### config.mk
export PLATFORM = sky130hd
export DESIGN_NAME = seg_digit_buffer_flat
export DESIGN_NICKNAME = d
export VERILOG_FILES = /design/src/rtl/seg_digit_buffer_pkg.sv /design/src/rtl/seg_digit_buffer_if.sv /design/src/rtl/seg_digit_buffer_blink_prescaler.sv /design/src/rtl/seg_digit_buffer.sv /design/src/flat_wrapper.sv
export SDC_FILE = /design/constraint.sdc
export NUM_CORES = 1
export LEC_CHECK = 0
export BUFFER_PORTS_ARGS = -buffer_cell sky130_fd_sc_hd__buf_2
export CAP_MARGIN = 0
export CORE_MARGIN = 8
export CORE_UTILIZATION = 45
export CTS_CLUSTER_DIAMETER = 60
export DETAILED_ROUTE_END_ITERATION = 8
export PLACE_DENSITY = 0.68
export RECOVER_POWER = 50
export SLEW_MARGIN = 5
export SYNTH_ARGS = -nofsm -noshare
export SYNTH_HDL_FRONTEND = slang
export SYNTH_SLANG_ARGS = --single-unit
### constraint.sdc
create_clock -name clk -period 2.3 [get_ports clk]
set_clock_uncertainty 0.05 [all_clocks]
set_input_delay 0.46 -clock clk [delete_from_list [all_inputs] [get_ports clk]]
set_output_delay 0.46 -clock clk [all_outputs]
set_load 0.01 [all_outputs]
### src/rtl/seg_digit_buffer_pkg.sv
// rtl/seg_digit_buffer_pkg.sv - shared opcodes, FSM states and constants for the digit buffer
// Contents:
//   OP_WRITE/OP_SHIFT/OP_CLEAR/OP_BLINK  2-bit command opcodes
//   state_t                              clear-sweep FSM states
//   SEG_OFF                              segment pattern for a dark display
package seg_pkg;

  localparam logic [1:0] OP_WRITE = 2'b00;
  localparam logic [1:0] OP_SHIFT = 2'b01;
  localparam logic [1:0] OP_CLEAR = 2'b10;
  localparam logic [1:0] OP_BLINK = 2'b11;

  typedef enum logic {
    ST_IDLE = 1'b0,
    ST_CLR  = 1'b1
  } state_t;

  // Downstream top level drives this onto a display whose blank flag is set.
  localparam logic [7:0] SEG_OFF = 8'hFF;

endpackage

### src/rtl/seg_digit_buffer_if.sv
// rtl/seg_digit_buffer_if.sv - digit command handshake bundle
// Signals:
//   cmd_valid  master -> slave  command present
//   cmd_ready  slave -> master  command can be accepted
//   cmd_op     master -> slave  opcode (seg_pkg OP_*)
//   cmd_idx    master -> slave  target digit
//   cmd_data   master -> slave  hex value, or blink enable in bit 0
interface seg_digit_buffer_if #(
  parameter int IDX_W = 3
);
  logic             cmd_valid;
  logic             cmd_ready;
  logic [1:0]       cmd_op;
  logic [IDX_W-1:0] cmd_idx;
  logic [3:0]       cmd_data;

  modport master (output cmd_valid, output cmd_op, output cmd_idx, output cmd_data,
                  input  cmd_ready);
  modport slave  (input  cmd_valid, input  cmd_op, input  cmd_idx, input  cmd_data,
                  output cmd_ready);
endinterface

### src/rtl/seg_digit_buffer_blink_prescaler.sv
// rtl/seg_digit_buffer_blink_prescaler.sv - free-running blink phase generator
// Ports:
//   clk    in   clock, rising edge
//   rst_n  in   asynchronous active-low reset
//   phase  out  toggles every BLINK_DIV clk cycles
module blink_prescaler #(
  parameter int BLINK_DIV = 25_000_000
) (
  input  logic clk,
  input  logic rst_n,
  output logic phase
);
  localparam int CNT_W = (BLINK_DIV > 2) ? $clog2(BLINK_DIV) : 1;

  logic [CNT_W-1:0] cnt;

  always_ff @(posedge clk or negedge rst_n) begin
    if (!rst_n) begin
      cnt   <= '0;
      phase <= 1'b0;
    end else if (cnt == CNT_W'(BLINK_DIV - 1)) begin
      cnt   <= '0;
      phase <= ~phase;
    end else begin
      cnt <= cnt + CNT_W'(1);
    end
  end
endmodule

### src/rtl/seg_digit_buffer.sv
// rtl/seg_digit_buffer.sv - hex digit store for the 7-segment bank with blink and clear sweep
// Ports:
//   clk       in   clock, rising edge
//   rst_n     in   asynchronous active-low reset
//   cmd       slave command handshake (WRITE/SHIFT/CLEAR/BLINK)
//   digits_o  out  digit i on bits [4i+3:4i]
//   blank_o   out  1 = display i must be dark
module seg_digit_buffer
  import seg_pkg::*;
#(
  parameter  int NUM_DIGITS = 8,
  parameter  int BLINK_DIV  = 25_000_000,
  localparam int IDX_W      = $clog2(NUM_DIGITS)
) (
  input  logic                    clk,
  input  logic                    rst_n,
  seg_digit_buffer_if.slave       cmd,
  output logic [4*NUM_DIGITS-1:0] digits_o,
  output logic [NUM_DIGITS-1:0]   blank_o
);
  state_t                           state, state_n;
  logic [IDX_W-1:0]                 clr_cnt, clr_cnt_n;
  logic [NUM_DIGITS-1:0][3:0]       digit_q, digit_n;
  logic [NUM_DIGITS-1:0]            valid_q, valid_n;
  logic [NUM_DIGITS-1:0]            blink_q, blink_n;
  logic                             phase;
  logic                             accept;

  blink_prescaler #(.BLINK_DIV(BLINK_DIV)) u_prescaler (
    .clk   (clk),
    .rst_n (rst_n),
    .phase (phase)
  );

  assign cmd.cmd_ready = (state == ST_IDLE);
  assign accept        = cmd.cmd_valid & cmd.cmd_ready;
  assign digits_o      = digit_q;

  // Index matches are done by comparison so an out-of-range cmd_idx simply
  // selects nothing when NUM_DIGITS is not a power of two.
  always_comb begin
    state_n   = state;
    clr_cnt_n = clr_cnt;
    digit_n   = digit_q;
    valid_n   = valid_q;
    blink_n   = blink_q;
    case (state)
      ST_IDLE: begin
        if (accept) begin
          case (cmd.cmd_op)
            OP_WRITE: begin
              for (int i = 0; i < NUM_DIGITS; i++) begin
                if (cmd.cmd_idx == IDX_W'(i)) begin
                  digit_n[i] = cmd.cmd_data;
                  valid_n[i] = 1'b1;
                end
              end
            end
            OP_SHIFT: begin
              digit_n = {digit_q[NUM_DIGITS-2:0], cmd.cmd_data};
              valid_n = {valid_q[NUM_DIGITS-2:0], 1'b1};
            end
            OP_BLINK: begin
              for (int i = 0; i < NUM_DIGITS; i++) begin
                if (cmd.cmd_idx == IDX_W'(i)) blink_n[i] = cmd.cmd_data[0];
              end
            end
            OP_CLEAR: begin
              state_n   = ST_CLR;
              clr_cnt_n = '0;
            end
            default: ;
          endcase
        end
      end
      ST_CLR: begin
        for (int i = 0; i < NUM_DIGITS; i++) begin
          if (clr_cnt == IDX_W'(i)) begin
            digit_n[i] = 4'h0;
            valid_n[i] = 1'b0;
            blink_n[i] = 1'b0;
          end
        end
        if (clr_cnt == IDX_W'(NUM_DIGITS - 1)) begin
          state_n   = ST_IDLE;
          clr_cnt_n = '0;
        end else begin
          clr_cnt_n = clr_cnt + IDX_W'(1);
        end
      end
      default: state_n = ST_IDLE;
    endcase
  end

  // blank_o is built from the next mask values so a command shows up on the
  // outputs one cycle after acceptance, same as digits_o.
  always_ff @(posedge clk or negedge rst_n) begin
    if (!rst_n) begin
      state   <= ST_IDLE;
      clr_cnt <= '0;
      digit_q <= '0;
      valid_q <= '0;
      blink_q <= '0;
      blank_o <= '1;
    end else begin
      state   <= state_n;
      clr_cnt <= clr_cnt_n;
      digit_q <= digit_n;
      valid_q <= valid_n;
      blink_q <= blink_n;
      blank_o <= ~valid_n | (blink_n & {NUM_DIGITS{phase}});
    end
  end
endmodule

### src/flat_wrapper.sv
// flat-port wrapper written by rule: the top's interface ports become plain ports
module seg_digit_buffer_flat import seg_pkg::*;
#(
  parameter  int NUM_DIGITS = 8,
  parameter  int BLINK_DIV  = 25_000_000,
  localparam int IDX_W      = $clog2(NUM_DIGITS)
)
  (clk, rst_n, digits_o, blank_o, cmd_cmd_valid, cmd_cmd_op, cmd_cmd_idx, cmd_cmd_data, cmd_cmd_ready);
  seg_digit_buffer_if #(.IDX_W(3)) cmd_i ();
  input  logic clk;
  input  logic rst_n;
  output logic [4*NUM_DIGITS-1:0] digits_o;
  output logic [NUM_DIGITS-1:0] blank_o;
  input wire logic [$bits(cmd_i.cmd_valid)-1:0] cmd_cmd_valid;
  input wire logic [$bits(cmd_i.cmd_op)-1:0] cmd_cmd_op;
  input wire logic [$bits(cmd_i.cmd_idx)-1:0] cmd_cmd_idx;
  input wire logic [$bits(cmd_i.cmd_data)-1:0] cmd_cmd_data;
  output wire logic [$bits(cmd_i.cmd_ready)-1:0] cmd_cmd_ready;
  assign cmd_i.cmd_valid = cmd_cmd_valid;
  assign cmd_i.cmd_op = cmd_cmd_op;
  assign cmd_i.cmd_idx = cmd_cmd_idx;
  assign cmd_i.cmd_data = cmd_cmd_data;
  assign cmd_cmd_ready = cmd_i.cmd_ready;
  seg_digit_buffer #(.NUM_DIGITS(NUM_DIGITS), .BLINK_DIV(BLINK_DIV)) u_core (.clk(clk), .rst_n(rst_n), .cmd(cmd_i), .digits_o(digits_o), .blank_o(blank_o));
endmodule
# Yosys cells after proc, flatten, opt, wreduce, memory -nomap -nowiden
# Cells that the tools add are included.
# op_classes
n_bitwise	6
div_mod_pow	0
addsub	2
shifts	0
eq_ne	37
mux	66
n_mul	0
n_reduce_logical	12
magnitude_cmp	0
# ops
operator	n
$pmux W32 S2	2
$mux W4	16
$pmux W8 S2	3
$mux W1	35
$mux W32	1
$reduce_and A4 Y1	8
$ne A3 B3 Y1 const B	9
$add A25 B1 Y25 const B	1
$eq A25 B25 Y1 const B	1
$mux W25	1
$eq A3 B3 Y1 const B	8
$mux W8	3
$ne A2 B2 Y1 const B	10
$eq A3 B2 Y1 const B	4
$mux W3	3
$and A8 B8 Y8	1
$not A8 Y8	1
$or A8 B8 Y8	1
$eq A3 B1 Y1 const B	2
$logic_not A3 Y1	2
$pmux W3 S2	1
$eq A2 B2 Y1 const B	2
$add A3 B1 Y3 const B	1
$eq A2 B1 Y1 const B	1
5 further kinds	6
# word_totals
rom_bits	0
latch_bits	0
input_bits	12
ram_bits	0
ff_bits	86
out_inout_bits	41
word_cells	138
mem_count	0

# Logic depth before layout (Yosys ltp)
# depth
depth_word	7
ltp_mapped	7
ltp_nobuf	6

# Modules after synthesis
# From an unflattened synthesis, not the netlist that was laid out.
# unflattened
cells_unflattened	445
area_unflattened_um2	4441.8
# by_module_without_submodules
module	cells_each	area_each_um2	n_inst	seq_area_each_um2
seg_digit_buffer	318	3113.0	1	1511.4
blink_prescaler	127	1328.8	1	650.6

# Worst setup path after synthesis
# OpenSTA, ideal clock, no wires.
# synth_timing
path_type	input-to-reg
start	input cmd_cmd_idx[0]
end	register u_core.digit_q (netlist bit u_core.digits_o[16])
setup_slack_ns	0.528
path_stages	5
path_buffers	1
setup_ns	0.125
arrival_ns	1.597
required_time_ns	2.125
path_cell_list	buf_2 > nor3b_1 > o21ai_0 > a21oi_1 > mux2_2
# synth_between
elab_chain_len	3
# synth_lines
element	line	text
start, declared	flat_wrapper.sv:16	input wire logic [$bits(cmd_i.cmd_idx)-1:0] cmd_cmd_idx;
$eq A3 B3 Y1	seg_digit_buffer.sv:53	if (cmd.cmd_idx == IDX_W'(i)) begin
$ne A3 B3 Y1 (no line)	--	
$reduce_and A4 Y1 (no line)	--	
end signal, assigned	seg_digit_buffer.sv:108	digit_q <= digit_n;
end, declared	seg_digit_buffer.sv:23	logic [NUM_DIGITS-1:0][3:0] digit_q, digit_n;
# Every way passes these cells.
# A chain may end at the register's enable or synchronous reset.

# Worst setup path in the final report
# layout_timing
start	input cmd_cmd_op[0]
end	register u_core.digit_q (netlist bit u_core.digits_o[20])
# layout_between
elab_chain_len	4
elab_cells_between_ends	8
classes_between	eq/ne: 3; mux: 3; reduce/logical: 2
# layout_lines
element	line	text
start, declared	flat_wrapper.sv:15	input wire logic [$bits(cmd_i.cmd_op)-1:0] cmd_cmd_op;
$eq A2 B1 Y1 / $logic_not A2 Y1 (equally long branches)	seg_digit_buffer.sv:50	case (cmd.cmd_op)
$pmux W32 S2	seg_digit_buffer.sv:50	
$mux W32	seg_digit_buffer.sv:49	if (accept) begin
$pmux W32 S2	seg_digit_buffer.sv:47	case (state)
# Parallel ways exist; a longest one is shown, timed or not. The select of a mux whose other input is x is not followed.

==> impl_metrics.tcl <==
set metrics [dict create \
    status "finished clean" \
    wl_per_cell_um 17.5 \
    die_area_sq_um 13500 \
    r2r_end "u_core.blank_o[4]" \
    seq_area_sq_um 2160 \
    first_pass_iters 4 \
    overflow 0 \
    maxCapViolCount 0 \
    worstPathRequired_ns 2.49 \
    critPathMaxFanout 19 \
    boundaryPins 53 \
    start_util 0.463 \
    crit_path_end_kind "flip-flop" \
    syn_avg_cell_area_sq_um 10.3 \
    ys_seq_area_frac 0.478 \
    p_switching_mw 2.01 \
    ys.warnings.count 0 \
    p_leak_nw 2.21 \
    crit_end "u_core.digits_o[20]" \
    critPathArrivalTime_ns 2.15 \
    die_h_um 116 \
    cts_resized 0 \
    cts_max_level 3 \
    drive_gt1_frac 0.219 \
    routed_wl_um 11000 \
    critPathLaunchType "input port" \
    synthFlopType "dfrtp_1" \
    grt_pass1_wl_um 17900 \
    place_area_sq_um 4920 \
    setup_tns_ns 0 \
    r2r_slack_ns 0.38 \
    power.density_nw_per_um2 1050 \
    port_buffers 52 \
    ys_ff_latch 86 \
    dieWidth_um 116 \
    power_mw 5.34 \
    fin_nets 511 \
    yosysUniqueCellTypes 71 \
    row_count 36 \
    min_from "cmd_cmd_data[1]" \
    power_frac_comb 0.354 \
    drtIter0Drc 195 \
    intPower_mw 3.33 \
    clockBufferDepth 2 \
    grt_pass1_vias 3471 \
    final_core_util 0.522 \
    max_slew_margin 0.452 \
    setup_viol 0 \
    num_antenna_cells 0 \
    syn_nets 458 \
    fmax_ghz 0.510 \
    finalCritPeriodShare 0.852 \
    finalHoldViolations 0 \
    post-route-drc-count 0 \
    worst_hold_slack_ns 0.351 \
    place.gp.congestion 0.850 \
    final_common_cell "dfrtp_1" \
    worstReg2RegStart "u_core.state" \
    drt.antenna.violating_nets 0 \
    dp_worst_setup_slack_ns 0.178 \
    p_sw_frac 0.376 \
    hold_class "in2reg" \
    power_frac_seq 0.438 \
    cp-startpoint "cmd_cmd_op[0]" \
    core-area_sq_um 9770 \
    cts_tree "built" \
    grt_max_degree 38 \
    syn2layout_area_growth_pct 12.8 \
    synth_edf_count 0 \
    p_clk_frac 0.208 \
    antenna_found_initial 0 \
    final_cell_mix "dfrtp_1, nand2_1, buf_2, a21oi_1, o21ai_0" \
    peakVddDrop_uv 422 \
    finalCriticalPeriod_ns 1.96 \
    setup_slack_ns 0.340 \
    grt.total_usage 0.169 \
    viasPerCell 5.67 \
    via_count 3569 \
    clk_pin_slew_worst_paths_ns 0.09 \
    fin_area_sq_um 5100 \
    clk_latency_ns 0.36 \
    placed_cells 613 \
    cts_buffers 9 \
    root_buffer "clkbuf_8" \
    fillerInstances 900 \
    syn_area_sq_um 4530 \
    synth_async_sr_flop_share 1.00 \
    slew_violations 0 \
    worstRegToRegCells 6 \
    worstSetupPathType "in2reg" \
    multiInputGateArea_sq_um 2180 \
    cts.sinks 86 \
    hpwl_um 8090 \
    grt_setup_unrepaired "false" \
    syn-instance-count 439 \
    finalNonFillerCells 630 \
    worst_pin_slew_ns 0.822 \
]
[worst min-delay path by stage]
stage                                    end  cells after the start
final                     u_core.digits_o[1]                      3
after global placement     u_core.valid_q[7]                      1
after CTS                 u_core.digits_o[1]                      3
after global routing      u_core.digits_o[1]                      3
after detailed placement   u_core.valid_q[7]                      1
after floorplan            u_core.blink_q[0]                      0
[state kept, by name (all words and copies together), names as in the netlist]
name	flops
u_core.clr_cnt	3
u_core.valid_q	8
u_core.digits_o	32
u_core.blink_q	8
u_core.blank_o	8
u_core.u_prescaler.cnt	25
u_core.u_prescaler.phase	1
u_core.state	1
[cell usage after synthesis, drive strengths merged (7+ instances only)]
cell     instances  area share
dfrtp           78        0.43
mux2i           13       0.029
nand2           53       0.044
xnor2           10       0.019
mux2            12       0.030
o2bb2ai          8       0.015
nand4            9       0.019
o21ai           30       0.034
a21oi           33       0.037
inv             16       0.013
ha               7       0.019
buf             16       0.023
nand3           16       0.019
nor2            20       0.017
dfstp            8       0.046
[layout make-up]
type                    count  share of cell area
clock inverters             6              0.0135
flip-flops and latches     86               0.424
repair buffers             64              0.0652
well taps                 133              0.0326
clock buffers              10              0.0270
inverters                  16              0.0118
multi-input cells         315               0.426
[cell families (layout without fill, tap and decap cells)]
group | after synthesis | in the layout | synth area share
buffers and inverters | 38 | 96 | 0.0417
adders and majority gates | 7 | 7 | 0.0194
xor gates and xnor gates | 16 | 16 | 0.0310
AOI/OAI and AO/OA | 113 | 113 | 0.169
and+or+nand+nor | 154 | 154 | 0.202
muxes | 25 | 25 | 0.0586
DFF | 86 | 86 | 0.478
[power by group through the flow]
stage	Sequential, mW	Combinational (mW)	Clock (mW)
floorplan	2.40	1.09	0
global placement	2.34	1.89	0
detailed placement	2.35	1.93	0
CTS	2.33	1.95	1.14
global route	2.40	2.09	1.21
finish	2.34	1.89	1.11
[timing repair]
action	in CTS	in global routing
hold endpoints to repair	8	0
buffers inserted	0	0
hold buffers	1	0
[metal layers]
layer,share of wire,track usage,up-vias,wire length (um)
li1,-,-,1699,-
met5,0,0,-,0
met2,0.49,0.280,83,5350
met1,0.44,0.219,1782,4880
met3,0.065,0.0331,5,711
met4,0.0055,0.0475,0,61
[critical path: stages]
cell,delay [ns]
clkbuf_1,0.60
inv_1,0.20
a21bo_2,0.25
a21oi_2,0.27
mux2_2,0.37
No activity file was read; power rests on OpenSTA's default activity.
